$ cat config.mk
export PLATFORM = sky130hd
export DESIGN_NAME = exp_table_loader
export DESIGN_NICKNAME = d
export VERILOG_FILES = /design/src/rtl/exp_table_loader.sv
export SDC_FILE = /design/constraint.sdc
export NUM_CORES = 1
export LEC_CHECK = 0
export ABC_AREA = 1
export BUFFER_PORTS_ARGS = -buffer_cell sky130_fd_sc_hd__buf_4
export CAP_MARGIN = 20
export CORE_MARGIN = 2
export CORE_UTILIZATION = 44
export DETAILED_ROUTE_END_ITERATION = 7
export GPL_ROUTABILITY_DRIVEN = 1
export GPL_TIMING_DRIVEN = 0
export PLACE_DENSITY = 0.78
export REMOVE_ABC_BUFFERS = 1
export SLEW_MARGIN = 20
export SYNTH_ARGS = -nofsm -noshare
export SYNTH_HDL_FRONTEND = slang
export SYNTH_SLANG_ARGS = --single-unit
$ cat constraint.sdc
create_clock -name clk -period 3.2 [get_ports clk]
set_clock_uncertainty 0.1 [all_clocks]
set_input_delay 0.8 -clock clk [delete_from_list [all_inputs] [get_ports clk]]
set_output_delay 0.8 -clock clk [all_outputs]
set_load 0.005 [all_outputs]
$ cat src/rtl/exp_table_loader.sv
// Streams 2*N_PER_SGN exp coefficients into the exp MAC stage table.
// Entries go sgn0 idx0..N-1, then sgn1 idx0..N-1; abort cancels a load.
module exp_table_loader #(
  parameter int N_PER_SGN = 13
) (
  input  logic        clk,
  input  logic        rst,
  input  logic        start,
  input  logic        abort,
  input  logic        s_valid,
  output logic        s_ready,
  input  logic [31:0] s_data,
  output logic        cfg_w_en,
  output logic        cfg_sgn,
  output logic [3:0]  cfg_idx,
  output logic [15:0] cfg_base,
  output logic [15:0] cfg_offset,
  output logic        busy,
  output logic        done,
  output logic        loaded
);

  typedef enum logic {
    IDLE = 1'b0,
    LOAD = 1'b1
  } state_t;

  localparam logic [3:0] LAST_IDX = 4'(N_PER_SGN - 1);

  state_t     state;
  state_t     state_nx;
  logic       sgn_q;
  logic [3:0] idx_q;
  logic       accept;
  logic       last_beat;
  logic       load_go;

  always_ff @(posedge clk or negedge rst) begin
    if (!rst) begin
      state <= IDLE;
    end else begin
      state <= state_nx;
    end
  end

  always_comb begin
    state_nx = state;
    unique case (state)
      IDLE: begin
        if (start && !abort) state_nx = LOAD;
      end
      LOAD: begin
        if (abort || last_beat) state_nx = IDLE;
      end
      default: state_nx = IDLE;
    endcase
  end

  always_comb begin
    s_ready   = (state == LOAD) && !abort;
    busy      = (state == LOAD);
    accept    = s_valid && s_ready;
    last_beat = accept && sgn_q && (idx_q == LAST_IDX);
    load_go   = (state == IDLE) && start && !abort;
  end

  // Entry counters: idx wraps into the sgn1 half after the last sgn0 bucket.
  always_ff @(posedge clk or negedge rst) begin
    if (!rst) begin
      sgn_q <= 1'b0;
      idx_q <= 4'd0;
    end else if (load_go) begin
      sgn_q <= 1'b0;
      idx_q <= 4'd0;
    end else if (accept) begin
      if (idx_q == LAST_IDX) begin
        idx_q <= 4'd0;
        sgn_q <= 1'b1;
      end else begin
        idx_q <= idx_q + 4'd1;
      end
    end
  end

  always_ff @(posedge clk or negedge rst) begin
    if (!rst) begin
      cfg_w_en   <= 1'b0;
      cfg_sgn    <= 1'b0;
      cfg_idx    <= 4'd0;
      cfg_base   <= 16'd0;
      cfg_offset <= 16'd0;
    end else begin
      cfg_w_en <= accept;
      if (accept) begin
        cfg_sgn    <= sgn_q;
        cfg_idx    <= idx_q;
        cfg_base   <= s_data[31:16];
        cfg_offset <= s_data[15:0];
      end
    end
  end

  always_ff @(posedge clk or negedge rst) begin
    if (!rst) begin
      done   <= 1'b0;
      loaded <= 1'b0;
    end else begin
      done <= last_beat;
      if (load_go) begin
        loaded <= 1'b0;
      end else if (last_beat) begin
        loaded <= 1'b1;
      end
    end
  end

endmodule

### After elaboration in Yosys (flattened, before gate mapping)

Cells that the tools add are included.

| word-level totals | value |
|---|---|
| flip-flop bits (word level) | 46 |
| memories | 0 |
| memory bits (writable) | 0 |
| output and inout bits | 42 |
| bits of input ports | 37 |
| memory bits (read-only) | 0 |
| word-level logic and storage cells | 37 |
| latch bits | 0 |

| cells by class | value |
|---|---|
| multiply operators | 0 |
| div/mod/pow operators | 0 |
| order comparisons | 0 |
| bitwise gates (word level) | 1 |
| reductions and logical operators | 13 |
| equal/unequal tests | 1 |
| multiplexer cells | 11 |
| $add $sub $neg | 1 |
| shift-type cells | 0 |

Operator list:

| operator | count |
|---|---|
| 4-bit 2-to-1 mux | 3 |
| 1-bit logical AND | 7 |
| 1-bit 2-to-1 mux | 7 |
| 2-bit nonzero test | 3 |
| 4-bit by 1-bit adder with 4-bit output, second input constant | 1 |
| 4-bit == test, second input constant | 1 |
| 1-bit one-hot mux with 2 select lines | 1 |
| 2-bit AND reduction | 1 |
| 1-bit zero test | 1 |
| 1-bit logical OR | 1 |
| 1-bit NOT | 1 |

### Depth between registers and ports, before layout

Gate-level depths: netlist (run 1).

| logic depth | value |
|---|---|
| depth after elaboration | 8 |
| depth in mapped cells | 7 |
| depth with buffers taken out | 7 |

### Least setup slack after synthesis (run 1)

OpenSTA, ideal clock, no wires.

| timing | value |
|---|---|
| path type | input -> output |
| start point | input abort |
| end point | output s_ready |
| data arrival time | 0.980 ns |
| required time | 2.300 ns |
| stages on the path | 3 |
| path slack | 1.320 ns |
| path buffers | 0 |
| cell sequence | inv_2 -> nand2_1 -> inv_1 |

| between the ends | value |
|---|---|
| word-level cells in the longest chain between the ends | 2 |

Ends and longest elaborated chain:

| element | RTL line | RTL |
|---|---|---|
| from (decl) | 9 | `input logic abort,` |
| 1-bit zero test | 60 | `s_ready = (state == LOAD) && !abort;` |
| 1-bit logical AND | 60 |  |
| to (decl) | 11 | `output logic s_ready,` |

Every way passes these cells.

### Final worst setup path (run 1)

Same ends and word-level chain as after synthesis.

==> run metrics, run 1 <==
hpwl dp=approximately 2500 um; Max IR drop VDD=0.332 mV; H-tree levels=2; Top cell by count, worst path=buf_4; via-per-instance ratio=around 4.6; global-route wire length before repair=between 5000 and 6000 um; port buffer count=between 70 and 80; FF-to-FF path depth=4; vias in the first global route=between 1000 and 1500; gr ovfl total=0; critical path peak fanout=3; CTS clk-pin slew, worst paths=80 ps; Die ar.=0.00463 mm2; Layout fillers=between 300 and 400; hold_ws=382 ps; static leakage power=0.00143 uW; Setup violations, final=0; DRT iter0 DRCs=106; met2 Usage GRT=0.261; Resized cells post-CTS=0; WP data arrival=1220 ps; Final Hold Fails=0; DR WL/cell=between 10 and 15 um; initial antenna violation count=0; Setup TNS=0 ps; Peak Freq=about 470 MHz; Avg Inst Size Synth=slightly above 9 um2; worst-skew pair later-pin latency=between 200 and 300 ps; sequential share of the synthesized area=0.638; grt met3 use=0.0609; Tmin final=around 2100 ps; CTS Hold Bufs=0; FP Rows=23; Syn Std Cell Area=between 0.0015 and 0.002 mm2; DRT Pass-1 Iters=5; # DRC=0; critical path class=in2out; R2R Setup Slk=roughly 1500 ps; grt met1 use=0.217; Initial Util=0.454; Yosys cell types=16; worst r2r src=busy; Total GRT Usage=0.167; PwrDens=about 610 mW/mm2; Core ar.=a little under 0.004 mm2; combinational share of power=0.253; clk sinks=46; grt peak-use layer=met2; register area=about 0.0012 mm2; I/O Pins=a little under 80; Final Net Count=roughly 310; Diodes inserted=0; number of synthesized register bits=between 40 and 50; crit-path cells=buf_4 -> inv_2 -> nand2_1 -> inv_1 -> buf_4; RSZ-0062 raised after global routing=false; DR vias=1486; Reg power frac=0.515; Critical R2R Capture=sgn_q; post-route ant nets=0; Startpoint Class=input port; Clk pwr share=0.232; switching portion of total power=0.270; CP max-delay cell=buf_4; CTS tree=done; Die X=68.0 um; number of max-slew violations in the final report=0; synth warn=0; die height=roughly 70 um; Gate Count Post-Synth=197; final wirelength=around 3600 um; Sw Pwr=410 uW; number of CTS-inserted buffers=5; Worst setup EP type=primary output; Root Driver=clkbuf_8; Area Growth Syn to Fin=38.0%; layout cells sized above 1=0.319; RePlAce Congestion=0.724; CTS Buffer Depth=2; Crit path required time=approximately 2300 ps; Worst-Margin Slew=about 570 ps; worst hold-check path type=reg2reg; outcome=finished clean; CP max stage delay=between 100 and 150 ps; setup bufs post-CTS=0; max_cap viols=0; Non-Filler Instances=326; DP Cell Count=approximately 320; Internal=1110 uW; Final Cycle Share=0.661; largest net degree at the start of global routing=47; sink of the worst hold path=cfg_sgn; hold path startpoint=cfg_sgn; area of the multi-input gates=563 um2; Hold Path Stages=2; slew margin rel.=0.618
## flip-flops by register name, summed over array words and instances (netlist names)
name,count
busy,1
cfg_base,16
cfg_idx,4
cfg_offset,16
cfg_sgn,1
cfg_w_en,1
done,1
idx_q,4
loaded,1
sgn_q,1
## kinds of logic (layout without fill, tap and decap cells)
family / Yosys count / after routing / share of synthesized area
adder cells (fa/ha/maj): 2 / 2 / 0.0139
XOR/XNOR: 1 / 1 / 0.00486
AND/OR/NAND/NOR: 122 / 122 / 0.266
AO/OA/AOI/OAI: 10 / 10 / 0.0277
buffers and inverters: 16 / 95 / 0.0499
flip-flops: 46 / 46 / 0.638
## cell usage after synthesis, drive strengths merged
master,n,share of area
xor2,1,0.0049
nand2,111,0.23
nand4,2,0.0069
inv,9,0.020
ha,2,0.014
nor2,6,0.012
buf,7,0.030
nand3,3,0.015
dfrtp,46,0.64
o21ai,9,0.025
a21oi,1,0.0028
## power groups by stage
stage,Combinational (uW),Sequential [uW],Clock (uW)
after global placement,383,789,0
final,385,782,352
after global routing,436,797,396
after floorplan,121,797,0
after CTS,394,782,366
after detailed placement,395,790,0
## layout by cell type (no fill, tap or decap)
cell,count
nand2_1,111
buf_4,78
dfrtp_1,46
inv_1,7
nor2_1,6
clkbuf_8,6
o21ai_0,5
o21ai_1,4
nand3_1,2
nand4_1,2
ha_1,2
inv_2,1
nand3_4,1
inv_4,1
xor2_1,1
a21oi_1,1
clkinv_2,1
clkbuf_1,1
## how the worst max path moves through the flow
stage | from | endpoint | slack, ps | cells past startpoint
finish | abort | s_ready | 1080 | 5
global route | abort | s_ready | 1060 | 5
CTS | abort | s_ready | 1080 | 5
detailed placement | abort | sgn_q | 940 | 6
global placement | abort | sgn_q | 940 | 6
floorplan | abort | s_ready | 1320 | 3
## layer usage
metal,routed length (um),part of all wire,vias to the layer above
li1,-,-,755
met1,1610,0.45,681
met2,1750,0.48,46
met3,241,0.067,4
met4,16,0.0044,0
met5,0,0,-
## critical path, delay by kind of cell
kind,cells,cell delay [ps]
buffers and inverters,4,360
AND/OR/NAND/NOR,1,70
## through the flow
stage / setup slack, ps / util / power [uW] / cell area (um2)
after floorplan: 1320 / - / 918 / 1750
after global placement: 935 / 0.604 / 1170 / 2400
after detailed placement: 936 / 0.604 / 1190 / 2400
after CTS: 1080 / 0.627 / 1540 / 2490
after global routing: 1060 / 0.627 / 1630 / 2490
final: 1080 / 0.627 / 1520 / 2490
## final cells by class
type	instances	share of cell area
well taps	50	0.0251
multi-input cells	135	0.226
clock inverters	1	0.00201
inverters	9	0.0146
repair buffers	78	0.235
clock buffers	7	0.0347
flip-flops and latches	46	0.462
Power figures use the tool's default switching activity.
==> run 2: changes to the inputs <==
- ABC_AREA: 1 -> 0
- CORE_UTILIZATION: 44 -> 42
- clock period: 3.2 -> 1.8 ns (I/O delays scaled with it)
==> run 2 against run 1 <==
Net effect:
- clock-buffer cell count unchanged
- setup slack worse by 940 ps
- sequential share of layout area down 0.30 points
- cell area up 0.65%
- final cell count down 1.5%
- die area up 4.6%
- flip-flop and latch count unchanged
- synthesized area up 0.14%
==> run metrics, run 2 <==
Setup violations, final=0; initial antenna violation count=0; static leakage power=0.00143 uW; PwrDens=around 1000 mW/mm2; grt met1 use=0.206; H-tree levels=2; WP data arrival=about 1700 ps; Yosys top cell area share=0.637; count leader, synth=nand2_1; port buffer count=78; Top FF cell, synth=dfrtp_1; number of max-slew violations in the final report=0; setup bufs post-CTS=0; Crit path required time=1890 ps; global-route wire length before repair=roughly 6700 um; DP Cell Count=~310; critical path class=reg2reg; number of CTS-inserted buffers=5; post-route ant nets=0; Final Core Density=0.618; Startpoint Class=flop; DRT iter0 DRCs=62; most common cell after layout, fill and taps aside=nand2_1; top area cells in the synthesized netlist=dfrtp_1 (64%), nand2_1 (23%), ha_1 (1.4%); DRT Pass-1 Iters=4; sequential share of the synthesized area=0.637; Internal=1910 uW; CTS clk-pin slew, worst paths=~80 ps; Tmin final=around 1700 ps; Final Net Count=310; Non-Filler Instances=321; CTS Buffer Depth=2; Syn Std Cell Area=0.00181 mm2; area of placed instances=approximately 0.0024 mm2; Total GRT Usage=0.174; hpwl dp=2540 um; CTS Hold Bufs=0; CTS tree=done; asr flop ratio synth=1.00; Area Growth Syn to Fin=38.7%; RePlAce Congestion=a little under 0.7; # DRC=0; register area=between 0.001 and 0.0015 mm2; final instance area=about 0.0025 mm2; critical path peak fanout=43; Yosys cell types=23; total power=approximately 2600 uW; final wirelength=3970 um; worst-skew pair later-pin latency=just under 300 ps; Die ar.=~0.0048 mm2; vias in the first global route=1468; Clk pwr share=0.217; RSZ-0062 raised after global routing=false; max_cap viols=0; Gate Count Post-Synth=around 190; Final Cycle Share=0.919; outcome=finished clean; Initial Util=0.445; combinational share of power=0.258; die height=between 60 and 70 um; Reg power frac=0.525; Worst setup EP type=flop; Die X=69.6 um; most frequent cells in the layout=nand2_1 (111), buf_4 (78), dfrtp_1 (46), clkbuf_8 (5), o21ai_0 (4); worst hold-check path type=in2async; Diodes inserted=0; grt met3 use=0.0596; layout cells sized above 1=0.317; Commonest cells post-synth=nand2_1 (111), dfrtp_1 (46), buf_2 (4), o21ai_0 (4); Final Hold Fails=0; slew margin rel.=0.630; FP Rows=23; Core ar.=0.00406 mm2; DR vias=approximately 1500; DR WL/cell=12.4 um; grt peak-use layer=met2; switching portion of total power=0.271; met2 Usage GRT=0.301; via-per-instance ratio=around 4.6; leading area contributor after synthesis=dfrtp_1; largest net degree at the start of global routing=between 40 and 50; Sw Pwr=roughly 710 uW; synth warn=0; gr ovfl total=0; EDFF count, synth=0; Avg Inst Size Synth=9.36 um2; Top Registers=cfg_base (16), cfg_offset (16); clk sinks=46; Max IR drop VDD=0.526 mV; Root Driver=clkbuf_8; I/O Pins=roughly 80; Worst-Margin Slew=556 ps; Layout fillers=approximately 350; Peak Freq=around 600 MHz; number of synthesized register bits=46; area of the multi-input gates=603 um2
[run 2: cells by family after synthesis]
kind of cell	share of synthesized area
buf+inv	0.0353
simple gates	0.268
fa+ha+maj	0.0138
compound gates	0.0346
flops	0.637
mux	0.0111
[run 2: per-stage QoR]
step                hold slack, ps  setup TNS (ps)  setup WS [ps]
floorplan                     54.4               0            136
global placement               360           -5040           -347
detailed placement             363           -6460           -374
CTS                           70.1               0           69.5
global route                  87.8               0           45.8
finish                        49.0               0            145
[run 2: path summary, 6_finish.rpt]
path                                      from             end  slack (ps)  cells after the start
worst max-delay path                      busy          loaded         150                      4
worst min-delay path                       rst            busy          50                      1
worst max register to register            busy          loaded         150                      4
worst min register to register  cfg_offset[14]  cfg_offset[14]         380                      2
max in group asynchronous                  rst    cfg_base[14]        1170                      1
min in group clk                         start           sgn_q         230                      2
[run 2: per-layer routing]
metal	routed length [um]	up-vias	share of wire
met4	30	0	0.0076
met1	1640	670	0.41
met2	1970	55	0.50
li1	-	755	-
met3	327	4	0.082
met5	0	-	0
[run 2: critical path: stages, from the launching register on]
cell      delay [ps]
dfrtp_1          480
nand3b_4         300
clkinv_8         230
and3_1           260
o21a_1           170
[run 2: power groups by stage]
stage	Clock [uW]	Combinational, uW	Sequential [uW]
2_1_floorplan	0	203	1410
3_3_place_gp	0	664	1380
4_1_cts	598	694	1380
6_report	567	676	1370
3_5_place_dp	0	685	1390
5_1_grt	643	758	1400
[run 2: cell type report]
cell class | count | share of cell area
clock buffers | 7 | 0.0305
repair buffers | 78 | 0.234
flip-flops and latches | 46 | 0.459
well taps | 50 | 0.0250
multi-input cells | 136 | 0.241
inverters | 4 | 0.0110
[run 2: what timing repair did]
action | 4_1_cts | 5_1_grt
resized for setup | 2 | 1
setup endpoints to repair | 6 | 1
pin swaps | 1 | 0
gates cloned | 1 | 0
==> run 3: changes to the inputs <==
- ABC_AREA: 0 -> 1
==> run 3 against run 2 <==
Net effect:
- hold slack improved by 11 ps
- routed wire length fell by 0.76%
- total power rose by 3.4%
- non-clock buffer count did not move
- largest cell class unchanged
- setup slack improved by 51 ps
- highest routed layer unchanged
- first-iteration DRC count rose by 68%
- sequential power barely moved
- global-route usage fell by 1.0 points
- largest power group unchanged
- flip-flop and latch count did not move
- cell area barely moved
==> run metrics, run 3 (synthesis gave the netlist of run 1 again) <==
outcome=finished clean; Setup TNS=0 ps; final instance area=0.00250 mm2; CP max-delay cell=dfrtp_1; number of max-slew violations in the final report=0; port buffer count=between 70 and 80; via-per-instance ratio=approximately 4.6; CTS Buffer Depth=2; Reg power frac=0.514; met1 wire length=between 1500 and 2000 um; crit-path cells=nand2_1 -> inv_1 -> buf_4; max_cap viols=0; switching portion of total power=0.271; post-route ant nets=0; final wirelength=3940 um; R2R Setup Slk=290 ps; FF-to-FF path depth=4; worst hold-check path type=in2async; register area=0.00115 mm2; number of CTS-inserted buffers=5; vias in the first global route=roughly 1400; most frequent cells in the layout=nand2_1 (111), buf_4 (78), dfrtp_1 (46), inv_1 (7); highest metal used=met4; largest net degree at the start of global routing=47; Die X=~70 um; WP data arrival=1050 ps; Core ar.=approximately 0.0041 mm2; I/O Pins=79; Worst-Margin Slew=about 560 ps; CTS tree=done; Sw Pwr=733 uW; met2 WL=1930 um; DRT iter0 DRCs=104; area of the multi-input gates=573 um2; FP Rows=23; Internal=between 1500 and 2000 uW; RePlAce Congestion=0.770; clk sinks=46; CTS Hold Bufs=0; slew margin rel.=0.626; CP max stage delay=~500 ps; area of placed instances=~0.0024 mm2; Worst setup EP type=primary output; metal3 WL=270 um; Final Net Count=roughly 320; die height=between 60 and 70 um; global-route wire length before repair=~6400 um; Critical R2R Capture=sgn_q; most common cell after layout, fill and taps aside=nand2_1; Total GRT Usage=0.163; initial antenna violation count=0; # DRC=0; static leakage power=0.00143 uW; Final Hold Fails=0; critical path peak fanout=6; Diodes inserted=0; CTS clk-pin slew, worst paths=about 80 ps; combinational share of power=0.256; H-tree levels=2; gr ovfl total=0; RSZ-0062 raised after global routing=false; Startpoint Class=flop; Max IR drop VDD=roughly 0.57 mV; Peak Freq=623 MHz; Top Registers=cfg_base (16), cfg_offset (16); DR WL/cell=~12 um; Layout fillers=approximately 370; Setup violations, final=0; Initial Util=0.445; critical path class=reg2out; Tmin final=roughly 1600 ps; setup bufs post-CTS=0; DR vias=about 1500; layout cells sized above 1=0.321; worst r2r src=busy; Final Cycle Share=0.891; Crit path required time=about 1300 ps; Clk pwr share=0.230; hpwl dp=around 2600 um; PwrDens=roughly 1100 mW/mm2; Area Growth Syn to Fin=38.8%; Die ar.=0.00484 mm2; worst-skew pair later-pin latency=between 200 and 300 ps; Root Driver=clkbuf_8; DRT Pass-1 Iters=4
run 3: worst max path at each step:
stage	start	end	slack (ps)	cells after the start
after floorplan	abort	sgn_q	340	5
after global placement	abort	sgn_q	-120	6
after detailed placement	abort	sgn_q	-180	6
after CTS	busy	sgn_q	40	4
after global routing	busy	s_ready	130	3
final	busy	s_ready	200	3
run 3: metal layers:
layer,track usage,vias to the layer above
met1,0.211,678
met2,0.275,61
met3,0.0407,5
li1,-,755
met5,0,-
met4,0.0458,0
run 3: area by class of cell:
type / count / share of cell area
flip-flops and latches: 46 / 0.460
repair buffers: 78 / 0.234
multi-input cells: 136 / 0.229
clock buffers: 7 / 0.0345
well taps: 50 / 0.0250
inverters: 9 / 0.0165
clock inverters: 1 / 0.00200
run 3: worst max-delay path, delay by kind of cell (launching register included):
kind | cells | cell delay, ps
simple gates | 1 | 110
flops | 1 | 500
buf+inv | 2 | 160
run 3: repair_timing:
| item | in CTS | in global routing |
|---|---|---|
| endpoints found under the setup margin | 1 | 5 |
| gates resized for setup | 1 | 1 |
| gates cloned | 0 | 1 |
| pin swaps | 0 | 1 |
run 3: power by group through the flow:
stage                     Sequential (uW)  Combinational (uW)  Clock (uW)
after floorplan                      1420                 215           0
after global placement               1400                 684           0
after detailed placement             1400                 706           0
after CTS                            1390                 706         644
after global routing                 1420                 773         699
final                                1390                 693         622
run 3: metrics by stage:
stage,util,instances,power [uW],worst slack [ps],hold slack (ps)
floorplan,-,190,1630,341,54.4
global placement,0.591,318,2080,-125,363
detailed placement,0.591,318,2110,-184,366
CTS,0.614,326,2740,38.4,69.8
global route,0.617,327,2890,126,97.5
finish,0.617,327,2710,196,59.5
